**config.mk**
```make
export PLATFORM = sky130hd
export DESIGN_NAME = prg_loader
export DESIGN_NICKNAME = d
export VERILOG_FILES = /design/src/rtl/prg_loader.sv
export SDC_FILE = /design/constraint.sdc
export NUM_CORES = 1
export LEC_CHECK = 0
export CAP_MARGIN = 5
export CORE_MARGIN = 5
export CORE_UTILIZATION = 59
export CTS_CLUSTER_DIAMETER = 100
export DETAILED_ROUTE_END_ITERATION = 7
export PLACE_DENSITY = 0.86
export SKIP_LAST_GASP = 1
export SLEW_MARGIN = 20
export SYNTH_ARGS = -nofsm -noshare
export SYNTH_HDL_FRONTEND = slang
export SYNTH_SLANG_ARGS = --single-unit
```
**constraint.sdc**
```tcl
create_clock -name clk14 -period 6.2 [get_ports clk14]
set_input_delay 0.62 -clock clk14 [delete_from_list [all_inputs] [get_ports clk14]]
set_output_delay 0.62 -clock clk14 [all_outputs]
set_load 0.05 [all_outputs]
```
**src/rtl/prg_loader.sv**
```systemverilog
// prg_loader: parses a downloaded .PRG image (2-byte little-endian load address, then payload)
// and relocates the payload into CPU RAM, holding each write for WR_STRETCH cycles.
module prg_loader #(
  parameter logic [15:0] RAM_TOP    = 16'hBFFF,
  parameter int unsigned WR_STRETCH = 1
) (
  input  logic        clk14,
  input  logic        rst_n,
  input  logic        dl_active,
  input  logic        dl_is_prg,
  input  logic        dl_wr,
  input  logic [7:0]  dl_data,
  output logic [15:0] mem_addr,
  output logic [7:0]  mem_data,
  output logic        mem_wr,
  output logic        busy,
  output logic [15:0] load_start,
  output logic [15:0] load_end,
  output logic        done,
  output logic        err
);

  localparam logic [1:0] CNT_INIT = 2'(WR_STRETCH - 1);

  typedef enum logic [2:0] {S_IDLE, S_HDR_LO, S_HDR_HI, S_DATA, S_FIN} state_t;

  state_t      state_q, state_d;
  logic        act_q;
  logic [15:0] start_q, start_d;
  logic [15:0] end_q, end_d;
  logic [15:0] wptr_q, wptr_d;
  logic        ovf_q, ovf_d;
  logic        err_q, err_d;
  logic        busy_q, busy_d;
  logic        done_q, done_d;
  logic [15:0] mem_addr_q, mem_addr_d;
  logic [7:0]  mem_data_q, mem_data_d;
  logic        mem_wr_q, mem_wr_d;
  logic [1:0]  cnt_q, cnt_d;
  logic        skid_vld_q, skid_vld_d;
  logic [15:0] skid_addr_q, skid_addr_d;
  logic [7:0]  skid_data_q, skid_data_d;

  logic        rise, eng_free, wr_ok, push, carry;
  logic [15:0] wptr_inc;

  always_comb begin
    state_d     = state_q;
    start_d     = start_q;
    end_d       = end_q;
    wptr_d      = wptr_q;
    ovf_d       = ovf_q;
    err_d       = err_q;
    busy_d      = busy_q;
    done_d      = 1'b0;
    mem_addr_d  = mem_addr_q;
    mem_data_d  = mem_data_q;
    mem_wr_d    = mem_wr_q;
    cnt_d       = cnt_q;
    skid_vld_d  = skid_vld_q;
    skid_addr_d = skid_addr_q;
    skid_data_d = skid_data_q;
    push        = 1'b0;

    rise              = dl_active & ~act_q;
    {carry, wptr_inc} = {1'b0, wptr_q} + 17'd1;
    wr_ok             = (wptr_q <= RAM_TOP) && !ovf_q;

    // cnt_q counts the remaining high cycles after the current one
    if (mem_wr_q) begin
      if (cnt_q != 2'd0) cnt_d = cnt_q - 2'd1;
      else               mem_wr_d = 1'b0;
    end
    eng_free = !mem_wr_q || (cnt_q == 2'd0);

    if (rise && state_q != S_IDLE) begin
      err_d   = 1'b1;
      ovf_d   = 1'b0;
      state_d = S_HDR_LO;
    end else begin
      case (state_q)
        S_IDLE: begin
          if (rise && dl_is_prg) begin
            state_d = S_HDR_LO;
            err_d   = 1'b0;
            end_d   = 16'h0000;
            start_d = 16'h0000;
            ovf_d   = 1'b0;
          end
        end
        S_HDR_LO: begin
          if (!dl_active) begin
            err_d   = 1'b1;
            state_d = S_FIN;
          end else if (dl_wr) begin
            start_d[7:0] = dl_data;
            busy_d       = 1'b1;
            state_d      = S_HDR_HI;
          end
        end
        S_HDR_HI: begin
          if (!dl_active) begin
            err_d   = 1'b1;
            state_d = S_FIN;
          end else if (dl_wr) begin
            start_d[15:8] = dl_data;
            wptr_d        = {dl_data, start_q[7:0]};
            end_d         = {dl_data, start_q[7:0]};
            state_d       = S_DATA;
          end
        end
        S_DATA: begin
          if (dl_wr) begin
            wptr_d = wptr_inc;
            if (carry) ovf_d = 1'b1;
            if (wr_ok) push = 1'b1;
            else       err_d = 1'b1;
          end
          if (!dl_active && !dl_wr && !mem_wr_q && !skid_vld_q) state_d = S_FIN;
        end
        S_FIN: begin
          busy_d  = 1'b0;
          done_d  = !err_q;
          state_d = S_IDLE;
        end
        default: state_d = S_IDLE;
      endcase
    end

    // write engine: the skid entry always goes before a newly arrived byte
    if (eng_free && skid_vld_q) begin
      mem_wr_d   = 1'b1;
      cnt_d      = CNT_INIT;
      mem_addr_d = skid_addr_q;
      mem_data_d = skid_data_q;
      skid_vld_d = push;
      if (push) begin
        skid_addr_d = wptr_q;
        skid_data_d = dl_data;
        end_d       = wptr_q;
      end
    end else if (eng_free && push) begin
      mem_wr_d   = 1'b1;
      cnt_d      = CNT_INIT;
      mem_addr_d = wptr_q;
      mem_data_d = dl_data;
      end_d      = wptr_q;
    end else if (push && !skid_vld_q) begin
      skid_vld_d  = 1'b1;
      skid_addr_d = wptr_q;
      skid_data_d = dl_data;
      end_d       = wptr_q;
    end else if (push) begin
      err_d = 1'b1;
    end
  end

  always_ff @(posedge clk14 or negedge rst_n) begin
    if (!rst_n) begin
      state_q     <= S_IDLE;
      act_q       <= 1'b0;
      start_q     <= 16'h0000;
      end_q       <= 16'h0000;
      wptr_q      <= 16'h0000;
      ovf_q       <= 1'b0;
      err_q       <= 1'b0;
      busy_q      <= 1'b0;
      done_q      <= 1'b0;
      mem_addr_q  <= 16'h0000;
      mem_data_q  <= 8'h00;
      mem_wr_q    <= 1'b0;
      cnt_q       <= 2'd0;
      skid_vld_q  <= 1'b0;
      skid_addr_q <= 16'h0000;
      skid_data_q <= 8'h00;
    end else begin
      state_q     <= state_d;
      act_q       <= dl_active;
      start_q     <= start_d;
      end_q       <= end_d;
      wptr_q      <= wptr_d;
      ovf_q       <= ovf_d;
      err_q       <= err_d;
      busy_q      <= busy_d;
      done_q      <= done_d;
      mem_addr_q  <= mem_addr_d;
      mem_data_q  <= mem_data_d;
      mem_wr_q    <= mem_wr_d;
      cnt_q       <= cnt_d;
      skid_vld_q  <= skid_vld_d;
      skid_addr_q <= skid_addr_d;
      skid_data_q <= skid_data_d;
    end
  end

  assign mem_addr   = mem_addr_q;
  assign mem_data   = mem_data_q;
  assign mem_wr     = mem_wr_q;
  assign busy       = busy_q;
  assign load_start = start_q;
  assign load_end   = end_q;
  assign done       = done_q;
  assign err        = err_q;

endmodule

```
After elaboration in Yosys (flattened, before gate mapping). Index checks and enable logic that the tools add are counted.

Order comparisons: 1. Add/sub/neg operators: 2. Bitwise logic cells: 3. Reduce and logical (&&, ||, !) cells: 39. Mux-type cells: 73. Equal/unequal tests: 18.

Operators with widths (number): 16-bit 2-to-1 mux (18); 8-bit 2-to-1 mux (8); 16-bit case mux with 2 select lines (2); 8-bit case mux with 2 select lines (2); 1-bit 2-to-1 mux (28); 3-bit 2-to-1 mux (7); 16-bit by 1-bit adder with 17-bit output (second input constant) (1); 16-bit less-or-equal comparator (second input constant) (1); 2-bit inequality test (second input constant) (8); 5-bit AND reduction (3); 2-bit nonzero test (7); 3-bit inequality test (second input constant) (4); 3-bit case mux with 4 select lines (1); 4-bit AND reduction (3); 3-bit nonzero test (4); 1-bit logical AND (9); 2-bit 2-to-1 mux (4); 4-bit inequality test (second input constant) (2); 3-bit by 2-bit == test with 1-bit output (second input constant) (2); 1-bit logical NOT (6); 1-bit case mux with 2 select lines (2); 2-bit AND reduction (2); 3-bit by 1-bit == test with 1-bit output (second input constant) (1); 3-bit == test (second input constant) (1); other kinds (9) (10).

Register bits after elaboration: 108. Output and inout bits: 60. Bits of input ports: 13. Logic and storage cells: 153.

Logic depth before layout (Yosys ltp).
Word-level depth: 10. Gate-level depth with buffers: 8. Mapped depth without buffers: 6.

Least setup slack after synthesis. No wires, ideal clock.

Path kind: in2reg. Start point: input port dl_wr. End point: register skid_addr_q[10]. Library setup time: 0.125 ns. Setup slack: 3.963 ns. Data arrival time: 2.112 ns. Data required time: 6.075 ns. Stages: 7. Buffers on the path: 3. Path through: clkbuf_1 -> and4b_1 -> buf_4 -> nand2_4 -> nor3_4 -> buf_6 -> mux2_2.

Longest elaborated chain between the ends: 6. Elaborated cells between the ends (all ways): 9. Those cells by class: eq/ne (2); mux (3); reduce/logical (4).

RTL lines: start: declaration (RTL line 11) `input logic dl_wr,`; 1-bit 2-to-1 mux (*) (RTL line 113) `if (dl_wr) begin`; 1-bit 2-to-1 mux (*) (RTL line 81) `case (state_q)`; 1-bit 2-to-1 mux (*) (RTL line 76) `if (rise && state_q != S_IDLE) begin`; 1-bit logical AND (on tied branches) (RTL line 142, 148); 2-bit inequality test (no source line) or 2-bit nonzero test (tied branches); 3-bit AND reduction (no source line) (*); end signal: assignment (RTL line 191) `skid_addr_q <= skid_addr_d;`; end: declaration (RTL line 41) `logic [15:0] skid_addr_q, skid_addr_d;`.

Every way passes the cells marked *; elsewhere a longest branch is shown, timed or not. A chain may end at the register's enable or synchronous reset.

Final worst setup path.
Start point: input port dl_active. End point: register skid_addr_q[15].

Longest elaborated chain between the ends: 6. Elaborated cells between the ends (all ways): 9. Those cells by class: eq/ne (2); mux (1); bitwise (1); reduce/logical (5).

RTL lines: start: declaration (RTL line 9) `input logic dl_active,`; 1-bit AND (*) (RTL line 65) `rise = dl_active & ~act_q;`; 1-bit logical AND (*) (RTL line 76); 1-bit 2-to-1 mux (*) (RTL line 76); 1-bit logical AND (on tied branches) (RTL line 142, 148); 2-bit inequality test (no source line) or 2-bit nonzero test (tied branches); 3-bit AND reduction (no source line) (*).

Marks and branches as above.

==> reports/qor.txt <==
==============================================================================
Number of remaining DRC errors                                               0
Mean cell area of the mapped netlist                                 9.96 um^2
Min Tclk post-route                                                    3.35 ns
Final hold viol count                                                        0
Antenna diodes                                                               0
Critical path start-end classification                            input port to flip-flop
Antenna-violating nets left                                                  0
Data required time at the worst endpoint                               6.46 ns
Dominant combinational cell family by area after synthesis        compound AO/OA/AOI/OAI gates
Ratio of final minimum period to clock period                            0.541
Clock power share                                                        0.145
Critical path peak fanout                                                   19
Post-detailed-placement half-perimeter wirelength                      8860 um
Int Pwr                                                                1.61 mW
Library cells used by synthesis                                             54
Pin count of the biggest net entering global routing                        82
Deepest level of the CTS H-tree                                              3
Placer congestion estimate                                               0.912
RSZ-0062 raised after global routing                                     false
Worst hold slack                                                      0.138 ns
Post-synthesis share of cell area spent on xor and xnor gates          0.00349
Number of nets produced by synthesis                                       519
Multi-input combinational cell area                                  2110 um^2
Worst R2R Setup Slack                                                  2.89 ns
Leakage power total                                                    2.57 nW
Post-Place Cells                                                           642
# IOs                                                                       73
CTS tree                                                                 built
Switching Power                                                        1.44 mW
Worst-skew pair later-pin latency                                      0.37 ns
Kind of end point of the critical path                               flip-flop
Number of enable-type register cells in the synthesized netlist              0
Result of the run                                                 finished clean
Setup tns final                                                           0 ns
Num CTS Buffers                                                              9
Sequential share of power                                                0.398
Final wirelength                                                      13300 um
Hold-fix buffers at CTS                                                      0
Area used by sequential logic in the layout                          2700 um^2
Maximum capacitance violations                                               0
Final setup violating endpoints                                              0
Area share of and/or/nand/nor cells after synthesis                      0.126
Clock transition at the registers of the reported paths                0.11 ns
Hold Path Class                                                   input port to async pin
Multiplexer fraction of the synthesized cell area                       0.0581
Post-CTS Setup Repair Bufs                                                   0
Data arrival time of the worst path                                    3.61 ns
Sort of element at the start of the critical path                   input port
Netlist area before placement                                        5020 um^2
Wire length of the first global-routing pass                          21900 um
Die width                                                               102 um
GR Overflow Total                                                            0
Launch instance of the worst register-to-register path              state_q[0]
Power, Total                                                           3.05 mW
IR drop worst, VDD                                                      302 uV
Drt via density                                                           6.61
Iteration count of the initial detailed-routing pass                         7
Warnings from Yosys                                                          0
Via total after detailed routing                                          4355
Post-synth top flop                                                    dfrtp_1
Antenna violations before repair                                             0
Root buffer cell                                                      clkbuf_8
Slew headroom                                                            0.402
Core Area                                                            8260 um^2
Sw frac                                                                  0.472
Area growth, synth to finish                                             18.3%
Vias in the first global route                                            4411
Post-cts resize count                                                        0
Nets                                                                       564
Reg2reg path depth                                                           6
Ys async rst share                                                        1.00
Post-synthesis sequential area ratio                                     0.538
Port Buffers                                                                72
Reg2Reg Capture Point                                              mem_data[0]
Sink count of the clock tree                                               108
Total GRT Usage                                                          0.268
Max Fclk                                                             0.298 GHz
Filler cell count in the final layout                                      601
Number of standard-cell rows in the floorplan                               33
Combinational share of power                                             0.458
Adder and majority cell fraction of the synthesized area               0.00698
Clock skew after layout                                              0.0118 ns
Instance count of the mapped netlist                                       504
Routed wire per std cell                                               20.2 um
Number of register bits inferred by synthesis                              108
Die span in y                                                           102 um
Power per cell area                                                514 nW/um^2
Initial standard-cell utilization of the core                            0.608
Area of the die                                                     10500 um^2
Compound-cell area share of the yosys netlist                            0.223
Deepest clock path buffer count                                              2
Drt initial violations                                                     384
Number of standard cells in the final layout excluding fillers             659
Actual slew at the worst max-slew pin                                 0.895 ns
Pins over their slew limit                                                   0
Proportion of layout cells with a drive suffix above 1                  0.0903
==============================================================================
==> metrics by stage <==
stage / area, um^2 / worst slack, ns / util
finish: 5940 / 2.85 / 0.719
global route: 5940 / 2.66 / 0.719
CTS: 5920 / 2.61 / 0.717
detailed placement: 5720 / 2.22 / 0.693
global placement: 5710 / 2.38 / 0.691
floorplan: 5020 / 3.96 / -
==> per-layer routing <==
layer  up-vias  wire length [um]  GRT usage  share of wire
met5         -                 0          0              0
met2       212              6570      0.439           0.49
li1       1946                 -          -              -
met3        48               965     0.0485          0.072
met1      2149              5250      0.340           0.39
met4         0               537      0.140          0.040
==> cells in the mapped netlist, types with 3 or more instances <==
cell	number	area [um^2]
dfrtp_1	108	2700
nand2b_1	5	31.3
clkbuf_1	28	105
nor3_1	7	35.0
nand3_1	14	70.1
buf_2	7	35.0
a22oi_1	14	105
and3_1	5	31.3
nor2_1	16	60.1
nor2b_1	4	25.0
o21ai_0	40	200
o22ai_1	51	319
a22o_1	5	43.8
nand4_1	4	25.0
o311ai_0	4	35.0
buf_1	3	11.3
a21oi_1	43	215
nand2_1	63	236
a2bb2oi_1	3	26.3
inv_1	7	26.3
a31oi_1	5	31.3
mux2_2	24	270
==> power groups by stage <==
stage          Combinational, mW  Sequential (mW)  Clock [mW]
6_report                    1.40             1.21       0.441
5_1_grt                     1.48             1.24       0.471
4_1_cts                     1.40             1.21       0.443
3_5_place_dp                1.40             1.22           0
3_3_place_gp                1.36             1.21           0
2_1_floorplan              0.448             1.65           0
==> cell type report <==
class	count	share of cell area
Tap cell	105	0.0221
Clock buffer	10	0.0215
Clock inverter	6	0.0118
Inverter	8	0.00506
Sequential cell	108	0.455
Multi-Input combinational cell	345	0.355
Timing Repair Buffer	77	0.130
==> cells by family (layout without fill, tap and decap cells) <==
logic type | count (synthesis) | count (layout)
compound gates | 182 | 182
xor+xnor | 2 | 2
fa+ha+maj | 3 | 3
buf+inv | 51 | 101
flops | 108 | 108
mux | 26 | 26
simple gates | 132 | 132
==> worst max path at each step <==
stage / startpoint / to / slack [ns] / depth (start not counted)
after global placement: dl_active / skid_data_q[4] / 2.38 / 6
after global routing: state_q[0] / mem_data[0] / 2.66 / 6
after CTS: dl_active / skid_addr_q[15] / 2.61 / 6
after floorplan: dl_wr / skid_addr_q[10] / 3.96 / 7
final: dl_active / skid_addr_q[15] / 2.85 / 7
after detailed placement: dl_active / skid_addr_q[9] / 2.22 / 6
==> critical path, stage by stage <==
cell	delay (ns)
clkdlybuf4s50_1	0.75
mux2_2	0.26
and4b_1	0.67
nand2_4	0.20
nor3_4	0.49
buf_8	0.24
mux2_2	0.35
==> registers in the layout (all words and copies together), names as in the netlist <==
register,cells
skid_vld_q,1
cnt_q,2
err,1
act_q,1
skid_addr_q,16
load_start,16
mem_addr,16
mem_data,8
skid_data_q,8
mem_wr,1
wptr_q,16
ovf_q,1
load_end,16
done,1
state_q,3
busy,1
==> cell usage in the layout, fill, tap and decap left out, types with 3 or more instances in the layout <==
cell	synthesis	layout
nor2_1	16	16
a31oi_1	5	5
a21oi_1	43	43
nand3_1	14	14
inv_1	7	7
o311ai_0	4	4
nand2_1	63	63
buf_4	2	3
a22oi_1	14	14
inv_6	0	3
dfrtp_1	108	108
mux2_2	24	24
and3_1	5	5
o22ai_1	51	51
a22o_1	5	5
clkbuf_8	0	9
a2bb2oi_1	3	3
clkdlybuf4s50_1	0	71
nand2b_1	5	4
nor3_1	7	7
nand4_1	4	4
o21ai_0	40	40
nor2b_1	4	4
(Power assumes the default switching activity.)
